==> src/rtl/spi_slave_sync_pkg.sv <==
// spi_slave_pkg: shared types and constants for the SPI slave front end.
//   state_t   : frame FSM states
//   CMDBITS   : bits in the command byte
//   FRAMEBITS : bits per frame
//   WRBIT     : write flag position inside the command byte
package spi_slave_pkg;
  typedef enum logic [1:0] {IDLE, CMD, DATA, DONE} state_t;
  localparam int CMDBITS   = 8;
  localparam int FRAMEBITS = 16;
  localparam int WRBIT     = 7;
endpackage

==> src/rtl/spi_slave_sync_if.sv <==
// spi_slave_sync_if: SPI pins plus the register-file side of the slave.
//   sclk/ss/mosi : SPI pins (driven by master)
//   rddata       : read data from the decoder, function of addr
//   miso/spioe   : serial read data and its output enable
//   addr/wrtdata : decoded address and write data
//   we/rdt       : one-clock write / read-transaction strobes
//   frameerr     : one-clock pulse when a frame aborts
interface spi_slave_sync_if;
  logic       sclk;
  logic       ss;
  logic       mosi;
  logic [7:0] rddata;
  logic       miso;
  logic       spioe;
  logic [3:0] addr;
  logic [7:0] wrtdata;
  logic       we;
  logic       rdt;
  logic       frameerr;

  modport slave (
    input  sclk, ss, mosi, rddata,
    output miso, spioe, addr, wrtdata, we, rdt, frameerr
  );
  modport master (
    output sclk, ss, mosi, rddata,
    input  miso, spioe, addr, wrtdata, we, rdt, frameerr
  );
endinterface

==> src/rtl/spi_slave_sync_syncedge.sv <==
// syncedge: SYNCSTAGES-flop synchronizer followed by one edge-detect flop.
//   clk, rstn : system clock, async active-low reset
//   i_pin     : asynchronous input pin
//   o_level   : synchronized level
//   o_rise    : one-clock pulse on synchronized 0->1
//   o_fall    : one-clock pulse on synchronized 1->0
module syncedge #(
  parameter int   SYNCSTAGES = 2,
  parameter logic RSTVAL     = 1'b0
) (
  input  logic clk,
  input  logic rstn,
  input  logic i_pin,
  output logic o_level,
  output logic o_rise,
  output logic o_fall
);
  logic [SYNCSTAGES-1:0] r_sync;
  logic                  r_prev;

  always_ff @(posedge clk or negedge rstn) begin
    if (!rstn) begin
      r_sync <= {SYNCSTAGES{RSTVAL}};
      r_prev <= RSTVAL;
    end else begin
      r_sync <= {r_sync[SYNCSTAGES-2:0], i_pin};
      r_prev <= r_sync[SYNCSTAGES-1];
    end
  end

  assign o_level = r_sync[SYNCSTAGES-1];
  assign o_rise  = o_level & ~r_prev;
  assign o_fall  = ~o_level & r_prev;
endmodule

==> src/rtl/spi_slave_sync.sv <==
// spi_slave_sync: oversampled SPI mode-0 slave, 16-bit frames
// (command byte then data byte, MSB first).
//   clk, rstn : system clock, async active-low reset
//   bus       : spi_slave_sync_if.slave (pins + register-file side)
// Command bit7=1 writes the data byte to addr; bit7=0 reads rddata out
// on MISO during the data byte.
module spi_slave_sync
  import spi_slave_pkg::*;
#(
  parameter int SYNCSTAGES = 2
) (
  input  logic              clk,
  input  logic              rstn,
  spi_slave_sync_if.slave   bus
);
  logic w_sclk_rise, w_sclk_fall, w_sclk_level;
  logic w_ss_rise, w_ss_fall, w_ss_level;
  logic w_mosi, w_mosi_unused_rise, w_mosi_unused_fall;

  syncedge #(.SYNCSTAGES(SYNCSTAGES), .RSTVAL(1'b0)) u_sclk (
    .clk(clk), .rstn(rstn), .i_pin(bus.sclk),
    .o_level(w_sclk_level), .o_rise(w_sclk_rise), .o_fall(w_sclk_fall));
  syncedge #(.SYNCSTAGES(SYNCSTAGES), .RSTVAL(1'b1)) u_ss (
    .clk(clk), .rstn(rstn), .i_pin(bus.ss),
    .o_level(w_ss_level), .o_rise(w_ss_rise), .o_fall(w_ss_fall));
  syncedge #(.SYNCSTAGES(SYNCSTAGES), .RSTVAL(1'b0)) u_mosi (
    .clk(clk), .rstn(rstn), .i_pin(bus.mosi),
    .o_level(w_mosi), .o_rise(w_mosi_unused_rise), .o_fall(w_mosi_unused_fall));

  state_t          r_state, w_next;
  logic [3:0]      r_cnt;
  logic [7:0]      r_rx, r_tx;
  logic            r_wrfrm, r_rdfrm, r_rd_pend, r_armed;
  logic [SYNCSTAGES:0] r_warm;
  logic            r_miso, r_spioe, r_we, r_rdt, r_frameerr;
  logic [3:0]      r_addr;
  logic [7:0]      r_wrtdata;
  logic            w_start, w_inframe, w_shift, w_abort, w_cmd_end, w_frame_end;

  // Frame start needs a genuine high-then-low on ss: r_armed only sets once
  // the synchronizer has flushed its reset value and shows ss high.
  assign w_start     = (r_state == IDLE) & w_ss_fall & r_armed;
  assign w_inframe   = (r_state == CMD) | (r_state == DATA);
  assign w_abort     = w_inframe & w_ss_rise;
  assign w_shift     = w_inframe & w_sclk_rise & ~w_ss_rise;
  assign w_cmd_end   = (r_state == CMD)  & w_shift & (r_cnt == 4'(CMDBITS-1));
  assign w_frame_end = (r_state == DATA) & w_shift & (r_cnt == 4'(FRAMEBITS-1));

  always_ff @(posedge clk or negedge rstn) begin
    if (!rstn) r_state <= IDLE;
    else       r_state <= w_next;
  end

  always_comb begin
    w_next = r_state;
    case (r_state)
      IDLE: if (w_start) w_next = CMD;
      CMD:  if (w_abort) w_next = IDLE; else if (w_cmd_end) w_next = DATA;
      DATA: if (w_abort) w_next = IDLE; else if (w_frame_end) w_next = DONE;
      DONE: if (w_ss_rise) w_next = IDLE;
      default: w_next = IDLE;
    endcase
  end

  always_ff @(posedge clk or negedge rstn) begin
    if (!rstn) begin
      r_cnt <= '0; r_rx <= '0; r_tx <= '0;
      r_wrfrm <= 1'b0; r_rdfrm <= 1'b0; r_rd_pend <= 1'b0;
      r_armed <= 1'b0; r_warm <= '0;
      r_miso <= 1'b0; r_spioe <= 1'b0; r_we <= 1'b0; r_rdt <= 1'b0;
      r_frameerr <= 1'b0; r_addr <= '0; r_wrtdata <= '0;
    end else begin
      r_we       <= 1'b0;
      r_rdt      <= 1'b0;
      r_frameerr <= 1'b0;
      r_rd_pend  <= 1'b0;
      r_spioe    <= ~w_ss_level;
      r_warm     <= {r_warm[SYNCSTAGES-1:0], 1'b1};
      if (r_warm[SYNCSTAGES] && w_ss_level) r_armed <= 1'b1;

      if (w_start) begin
        r_cnt   <= '0;
        r_wrfrm <= 1'b0;
        r_rdfrm <= 1'b0;
      end
      // Count wraps 15->0 exactly on the DATA->DONE transition.
      if (w_shift) begin
        r_rx  <= {r_rx[6:0], w_mosi};
        r_cnt <= r_cnt + 4'd1;
      end
      // r_rx holds command bits 7..1 here; the last bit comes straight off mosi.
      if (w_cmd_end) begin
        r_addr    <= {r_rx[2:0], w_mosi};
        r_wrfrm   <= r_rx[WRBIT-1];
        r_rdfrm   <= ~r_rx[WRBIT-1];
        r_rd_pend <= ~r_rx[WRBIT-1];
      end
      // rddata is valid one cycle after addr updates.
      if (r_rd_pend) begin
        r_rdt <= 1'b1;
        r_tx  <= bus.rddata;
      end
      if (w_frame_end && r_wrfrm) begin
        r_we      <= 1'b1;
        r_wrtdata <= {r_rx[6:0], w_mosi};
      end
      if (w_abort) r_frameerr <= 1'b1;

      if (r_state == DATA) begin
        if (w_sclk_fall && !w_ss_rise && r_rdfrm) begin
          r_miso <= r_tx[7];
          r_tx   <= {r_tx[6:0], 1'b0};
        end
      end else begin
        r_miso <= 1'b0;
      end
    end
  end

  assign bus.miso     = r_miso;
  assign bus.spioe    = r_spioe;
  assign bus.addr     = r_addr;
  assign bus.wrtdata  = r_wrtdata;
  assign bus.we       = r_we;
  assign bus.rdt      = r_rdt;
  assign bus.frameerr = r_frameerr;
endmodule

==> src/flat_wrapper.sv <==
// flat-port wrapper written by rule: the top's interface ports become plain ports
module spi_slave_sync_flat import spi_slave_pkg::*;
#(
  parameter int SYNCSTAGES = 2
)
  (clk, rstn, bus_sclk, bus_ss, bus_mosi, bus_rddata, bus_miso, bus_spioe, bus_addr, bus_wrtdata, bus_we, bus_rdt, bus_frameerr);
  spi_slave_sync_if bus_i ();
  input  logic clk;
  input  logic rstn;
  input wire logic [$bits(bus_i.sclk)-1:0] bus_sclk;
  input wire logic [$bits(bus_i.ss)-1:0] bus_ss;
  input wire logic [$bits(bus_i.mosi)-1:0] bus_mosi;
  input wire logic [$bits(bus_i.rddata)-1:0] bus_rddata;
  output wire logic [$bits(bus_i.miso)-1:0] bus_miso;
  output wire logic [$bits(bus_i.spioe)-1:0] bus_spioe;
  output wire logic [$bits(bus_i.addr)-1:0] bus_addr;
  output wire logic [$bits(bus_i.wrtdata)-1:0] bus_wrtdata;
  output wire logic [$bits(bus_i.we)-1:0] bus_we;
  output wire logic [$bits(bus_i.rdt)-1:0] bus_rdt;
  output wire logic [$bits(bus_i.frameerr)-1:0] bus_frameerr;
  assign bus_i.sclk = bus_sclk;
  assign bus_i.ss = bus_ss;
  assign bus_i.mosi = bus_mosi;
  assign bus_i.rddata = bus_rddata;
  assign bus_miso = bus_i.miso;
  assign bus_spioe = bus_i.spioe;
  assign bus_addr = bus_i.addr;
  assign bus_wrtdata = bus_i.wrtdata;
  assign bus_we = bus_i.we;
  assign bus_rdt = bus_i.rdt;
  assign bus_frameerr = bus_i.frameerr;
  spi_slave_sync #(.SYNCSTAGES(SYNCSTAGES)) u_core (.clk(clk), .rstn(rstn), .bus(bus_i));
endmodule
==> config.mk <==
export PLATFORM = sky130hd
export DESIGN_NAME = spi_slave_sync_flat
export DESIGN_NICKNAME = d
export VERILOG_FILES = /design/src/rtl/spi_slave_sync_pkg.sv /design/src/rtl/spi_slave_sync_if.sv /design/src/rtl/spi_slave_sync_syncedge.sv /design/src/rtl/spi_slave_sync.sv /design/src/flat_wrapper.sv
export SDC_FILE = /design/constraint.sdc
export NUM_CORES = 1
export LEC_CHECK = 0
export ABC_AREA = 1
export BUFFER_PORTS_ARGS = -buffer_cell sky130_fd_sc_hd__buf_2
export CORE_MARGIN = 3
export CORE_UTILIZATION = 60
export DETAILED_ROUTE_END_ITERATION = 10
export GPL_TIMING_DRIVEN = 0
export MAX_ROUTING_LAYER = met4
export PLACE_DENSITY = 0.93
export SLEW_MARGIN = 15
export SYNTH_ARGS = -nofsm -noshare
export SYNTH_HDL_FRONTEND = slang
export SYNTH_SLANG_ARGS = --single-unit
==> constraint.sdc <==
create_clock -name clk -period 4.45 [get_ports clk]
set_input_delay 0.2225 -clock clk [delete_from_list [all_inputs] [get_ports clk]]
set_output_delay 0.2225 -clock clk [all_outputs]
set_load 0.02 [all_outputs]
### Word-level counts from Yosys, hierarchy flattened

Cells that the tools add are included.

* add/sub/neg operators: 1
* equal/unequal tests: 10
* multiplexer cells: 21
* bitwise logic cells: 20
* reductions and logical operators: 9

Operators by type and width (number)
* 8-bit 2-to-1 mux: 3
* 1-bit bitwise AND: 13
* 2-bit 2-to-1 mux: 6
* 1-bit 2-to-1 mux: 9
* 4-bit 2-to-1 mux: 2
* 2-bit case mux with 4 select lines: 1
* 3-bit by 1-bit inequality test with 1-bit output (second input constant): 2
* 1-bit inverter: 6
* 4-bit by 1-bit adder with 4-bit output (second input constant): 1
* 2-bit == test (second input constant): 2
* 4-bit by 3-bit == test with 1-bit output (second input constant): 1
* 4-bit == test (second input constant): 1
* 1-bit logical AND: 4
* 2-bit by 1-bit inequality test with 1-bit output (second input constant): 2
* 4-bit AND reduction: 1
* 2-bit nonzero test: 2
* 2-bit by 1-bit == test with 1-bit output (second input constant): 1
* 2-bit logical NOT: 1
* 2-bit inequality test (second input constant): 1
* 1-bit logical NOT: 1
* 1-bit bitwise OR: 1

* flip-flop bits (word level): 53
* output and inout bits: 17

### Logic depth before layout (Yosys ltp)

* depth in word-level cells: 9
* depth in mapped cells: 9
* gate-level depth less buffers: 9

### By module

Synthesis repeated with hierarchy kept, for this count alone.

* cells, all modules: 227
* area total of the unflattened synthesis: 2238.4 sq um

Modules (own cells, without submodules)
* spi_slave_sync: instances 1, cells each 206, area an instance 1964.4 sq um
* syncedge (u_core.u_mosi ...): instances 2, cells each 7, area an instance 90.1 sq um
* syncedge (u_core.u_ss): instances 1, cells each 7, area an instance 93.8 sq um

### Least setup slack after synthesis

Ideal clock, no wire load.

* kind: reg2reg
* start: register u_core.r_state[0]
* end: register u_core.r_wrtdata[5], in the netlist u_core.bus.wrtdata[5]
* library setup time: 0.118 ns
* data arrival time: 1.433 ns
* required time: 4.332 ns
* setup slack: 2.899 ns
* stages on the path, launching flop included: 9
* path buffers: 1
* clock period less this slack: 1.551 ns
* path through: dfrtp_1 > inv_1 > ha_1 > nand3_2 > nor2_8 > nand3_4 > buf_6 > nand2_1 > o21ai_2

* cells in the longest elaborated chain, start to end: 7
* elaborated cells between the ends (all ways): 8
* classes of those cells: eq/ne (2); bitwise (5); reduce/logical (1)

RTL lines
* start: declaration: RTL line spi_slave_sync.sv:30 `state_t r_state, w_next;`
* start signal: assignment: RTL line spi_slave_sync.sv:51 `else r_state <= w_next;`
* 2-bit by 1-bit == test with 1-bit output or 2-bit == test (tied branches): RTL line spi_slave_sync.sv:43, spi_slave_sync.sv:47
* 1-bit bitwise OR: RTL line spi_slave_sync.sv:43 `assign w_inframe = (r_state == CMD) | (r_state == DATA);`
* 1-bit bitwise AND (2 in a row): RTL line spi_slave_sync.sv:45 `assign w_shift = w_inframe & w_sclk_rise & ~w_ss_rise;`
* 1-bit bitwise AND (*) (2 in a row): RTL line spi_slave_sync.sv:47 `assign w_frame_end = (r_state == DATA) & w_shift & (r_cnt == 4'(FRAMEBITS-1));`
* 1-bit logical AND (*): RTL line spi_slave_sync.sv:103 `if (w_frame_end && r_wrfrm) begin`
* end signal: assignment: RTL line spi_slave_sync.sv:105 `r_wrtdata <= {r_rx[6:0], w_mosi};`
* end: declaration: RTL line spi_slave_sync.sv:37 `logic [7:0] r_wrtdata;`

Every way passes the cells marked *; elsewhere a longest branch is shown, timed or not.
A chain may end at the register's enable or synchronous reset.

### Final worst setup path

* start: register u_core.r_state[1]
* end: register u_core.r_wrtdata[6], in the netlist u_core.bus.wrtdata[6]

The elaborated chain is that of the path after synthesis.

==> results.py <==
metrics = {
    "status": {
        "status": "complete, no violations",
    },
    "timing": {
        "period_needed_ps": 1770,
        "finalClockSkew_ps": 11.2,
        "rsz0062_at_grt": "no",
        "setup_slack_ps": 2680,
        "tightest_slew_ps": 630,
        "finalSetupViolations": 0,
        "slew_viol_final": 0,
        "finalHoldViolations": 0,
        "fmax_ghz": 0.566,
        "period_share": 0.397,
        "slew_headroom": 0.580,
        "setup_tns_ps": 0,
    },
    "yosys": {
        "yosysSeqAreaShare": 0.603,
        "synth_ff_type": "dfrtp_1",
        "synth_enable_flop_cells": 0,
        "syn_nets": 228,
        "synthCells": 209,
        "ys_warn_count": 0,
        "asyncSetResetFlopFracSynth": 1.00,
        "ys_ff_latch": 53,
        "synth.avg_cell_area_um2": 10.5,
        "ys_top_cells_by_count": "nand2_1 (52), dfrtp_1 (50), inv_1 (20), o21ai_0 (17), o21ai_1 (8)",
        "yosysMostFrequentCell": "nand2_1",
        "synthDistinctLibCells": 27,
        "synth_top_cell_by_area": "dfrtp_1",
        "synth_area_mm2": 0.00220,
        "synthTopCellsByArea": "dfrtp_1 (57%), nand2_1 (8.9%), o21ai_0 (3.9%)",
        "synth_top_area_frac": 0.568,
    },
    "global_routing": {
        "grt_pass1_wl_mm": 6.59,
        "grt.overflow.total": 0,
        "grt_max_degree": 54,
        "antenna_found_initial": 0,
        "first_global_vias": 1552,
        "grtUsageTotal": 0.209,
    },
    "layout": {
        "final_nets": 267,
        "drive_gt1_frac": 0.253,
        "nFillCells": 235,
        "regArea_mm2": 0.00133,
        "utilization": 0.742,
        "stdcell_area_mm2": 0.00255,
        "syn2layout_area_growth_pct": 15.8,
        "diodes": 0,
        "multi_input_area_um2": 749,
    },
    "power": {
        "ir_drop_mv": 0.403,
        "total_power_uw": 1110,
        "p_leak_uw": 0.00127,
        "power.density_mw_per_mm2": 437,
    },
    "hold_path": {
        "holdPathStages": 1,
        "hold_end": "u_core.u_sclk.r_sync[0]",
        "hp-class": "in -> reg",
        "hp-start": "bus_sclk",
    },
    "setup_path": {
        "reg2reg_depth": 8,
        "crit_arrival_ps": 1970,
        "worstSetupPathType": "reg -> reg",
        "reg2reg_from": "u_core.r_state[1]",
        "critPathMaxFanout": 10,
        "cp-end-kind": "register",
        "timing.rr.end": "u_core.bus.wrtdata[6]",
        "rrSetupSlack_ps": 2680,
        "required_ps": 4650,
        "worstSetupStartpointType": "register",
    },
    "drt": {
        "drc": 0,
        "detail-route-antenna-nets": 0,
        "finalWirelength_mm": 3.83,
        "via_per_inst": 5.22,
        "drtPass1Iterations": 5,
        "routedWlPerCell_um": 13.0,
        "vias": 1539,
        "drtIter0Drc": 88,
    },
    "die": {
        "die_x_um": 66.6,
        "fp.dieArea_mm2": 0.00444,
        "core-area_mm2": 0.00344,
        "core.rowCount": 21,
        "dieHeight_um": 66.6,
        "initial_core_util": 0.640,
        "ios": 30,
    },
    "flow_run": {
        "cap_violations": 0,
    },
    "place": {
        "numPortBuffers": 29,
        "dpl_cell_area_mm2": 0.00241,
        "dpl_worst_slack_ps": 2700,
        "dp_hpwl_mm": 2.70,
        "gp_congestion": 0.861,
    },
    "clock_tree": {
        "cts_buffer_depth": 2,
        "cts-root-buf": "clkbuf_8",
        "cts_setup_buffers": 0,
        "clkTransAtPathRegs_ps": 90,
        "tritoncts": "done",
        "htreeDepth": 2,
        "cts_buffers": 5,
        "cts_sinks": 53,
        "clk_latency_ps": 310,
    },
}
==> routing by layer <==
layer  GRT usage  vias to the layer above  wire (um)
met5           -                        -          0
li1            -                      746          -
met3      0.0607                        8        247
met2       0.316                       49       1880
met1       0.247                      736       1590
met4       0.129                        0        102
==> worst max path at each step <==
stage	start	end	slack (ps)	cells past startpoint
after floorplan	u_core.r_state[0]	u_core.bus.wrtdata[5]	2900	8
after global placement	u_core.r_state[0]	u_core.bus.wrtdata[6]	2760	8
after detailed placement	u_core.r_state[1]	u_core.bus.wrtdata[6]	2700	8
after CTS	u_core.r_state[1]	u_core.bus.wrtdata[6]	2690	8
after global routing	u_core.r_state[0]	u_core.r_state[0]	2550	9
final	u_core.r_state[1]	u_core.bus.wrtdata[6]	2680	8
==> sequential cells by signal, indices dropped and copies added (netlist names), 2 cells and up <==
name / cells
u_core.bus.wrtdata: 8
u_core.r_tx: 8
u_core.r_rx: 7
u_core.bus.addr: 4
u_core.r_cnt: 4
u_core.r_warm: 3
u_core.r_state: 2
u_core.u_mosi.r_sync: 2
u_core.u_sclk.r_sync: 2
u_core.u_ss.r_sync: 2
==> critical path, cell delays in order, from the launching register on <==
cell	delay [ps]
dfrtp_1	420
inv_1	100
ha_1	320
nand3_2	140
nor2_8	220
nand3_4	150
buf_6	180
nand2_1	70
o21ai_2	50
==> layout make-up <==
cell class                 count  share of cell area
sequential                    53               0.521
multi-input combinational    128               0.294
timing repair buffer          32              0.0696
inverter                      23              0.0338
clock buffer                   5              0.0270
tap                           46              0.0225
clock inverter                 3              0.0172
buffer                         5              0.0152
==> report_power, final <==
group          leakage [uW]  internal (uW)  switching (uW)  total, uW
clock             0.0000585            169             158        326
combinational      0.000561           73.2             140        213
sequential         0.000652            535            39.9        575
total               0.00127            777             338       1110
==> through the flow <==
| step | hold slack [ps] | std cells |
|---|---|---|
| after CTS | 3.23 | 293 |
| final | 20.9 | 295 |
| after global placement | 328 | 284 |
| after detailed placement | 329 | 284 |
| after floorplan | -73.1 | 209 |
| after global routing | 2.58 | 295 |
==> cells in the final DEF (no fill, tap or decap) <==
cell type / synthesis / routed
o21ai_1: 8 / 8
nor3_4: 1 / 1
inv_1: 20 / 20
mux2i_1: 7 / 7
nand2_4: 1 / 1
nand2_2: 1 / 1
o21ai_2: 7 / 7
nor2_8: 1 / 1
nand2_1: 52 / 52
conb_1: 1 / 1
a21o_1: 1 / 1
clkbuf_8: 0 / 5
nor2_1: 6 / 6
buf_4: 1 / 2
bufinv_16: 0 / 1
nand3_1: 6 / 6
a21oi_1: 4 / 4
nand3_2: 2 / 2
nand3_4: 1 / 1
dlygate4sd3_1: 0 / 3
nand4_1: 4 / 4
dfstp_2: 3 / 3
clkinv_2: 0 / 1
clkbuf_1: 1 / 1
ha_1: 6 / 6
buf_6: 2 / 2
nor2_4: 2 / 2
o21ai_0: 17 / 17
inv_2: 3 / 3
buf_2: 1 / 29
inv_6: 0 / 1
dfrtp_1: 50 / 50
==> timing repair <==
item | CTS | global route
hold buffers | 1 | 2
gates resized for setup | 0 | 0
endpoints found under the hold margin | 1 | 51
==> cell families (layout without fill, tap and decap cells) <==
| kind of cell | Yosys count | count (layout) | synth area share |
|---|---|---|---|
| AOI/OAI and AO/OA | 37 | 37 | 0.0971 |
| adders and majority gates | 6 | 6 | 0.0341 |
| buffers and inverters | 28 | 68 | 0.0567 |
| DFF | 53 | 53 | 0.603 |
| muxes | 7 | 7 | 0.0318 |
| other | 1 | 1 | 0.00170 |
| and+or+nand+nor | 77 | 77 | 0.175 |
No activity file was read; power rests on OpenSTA's default activity.
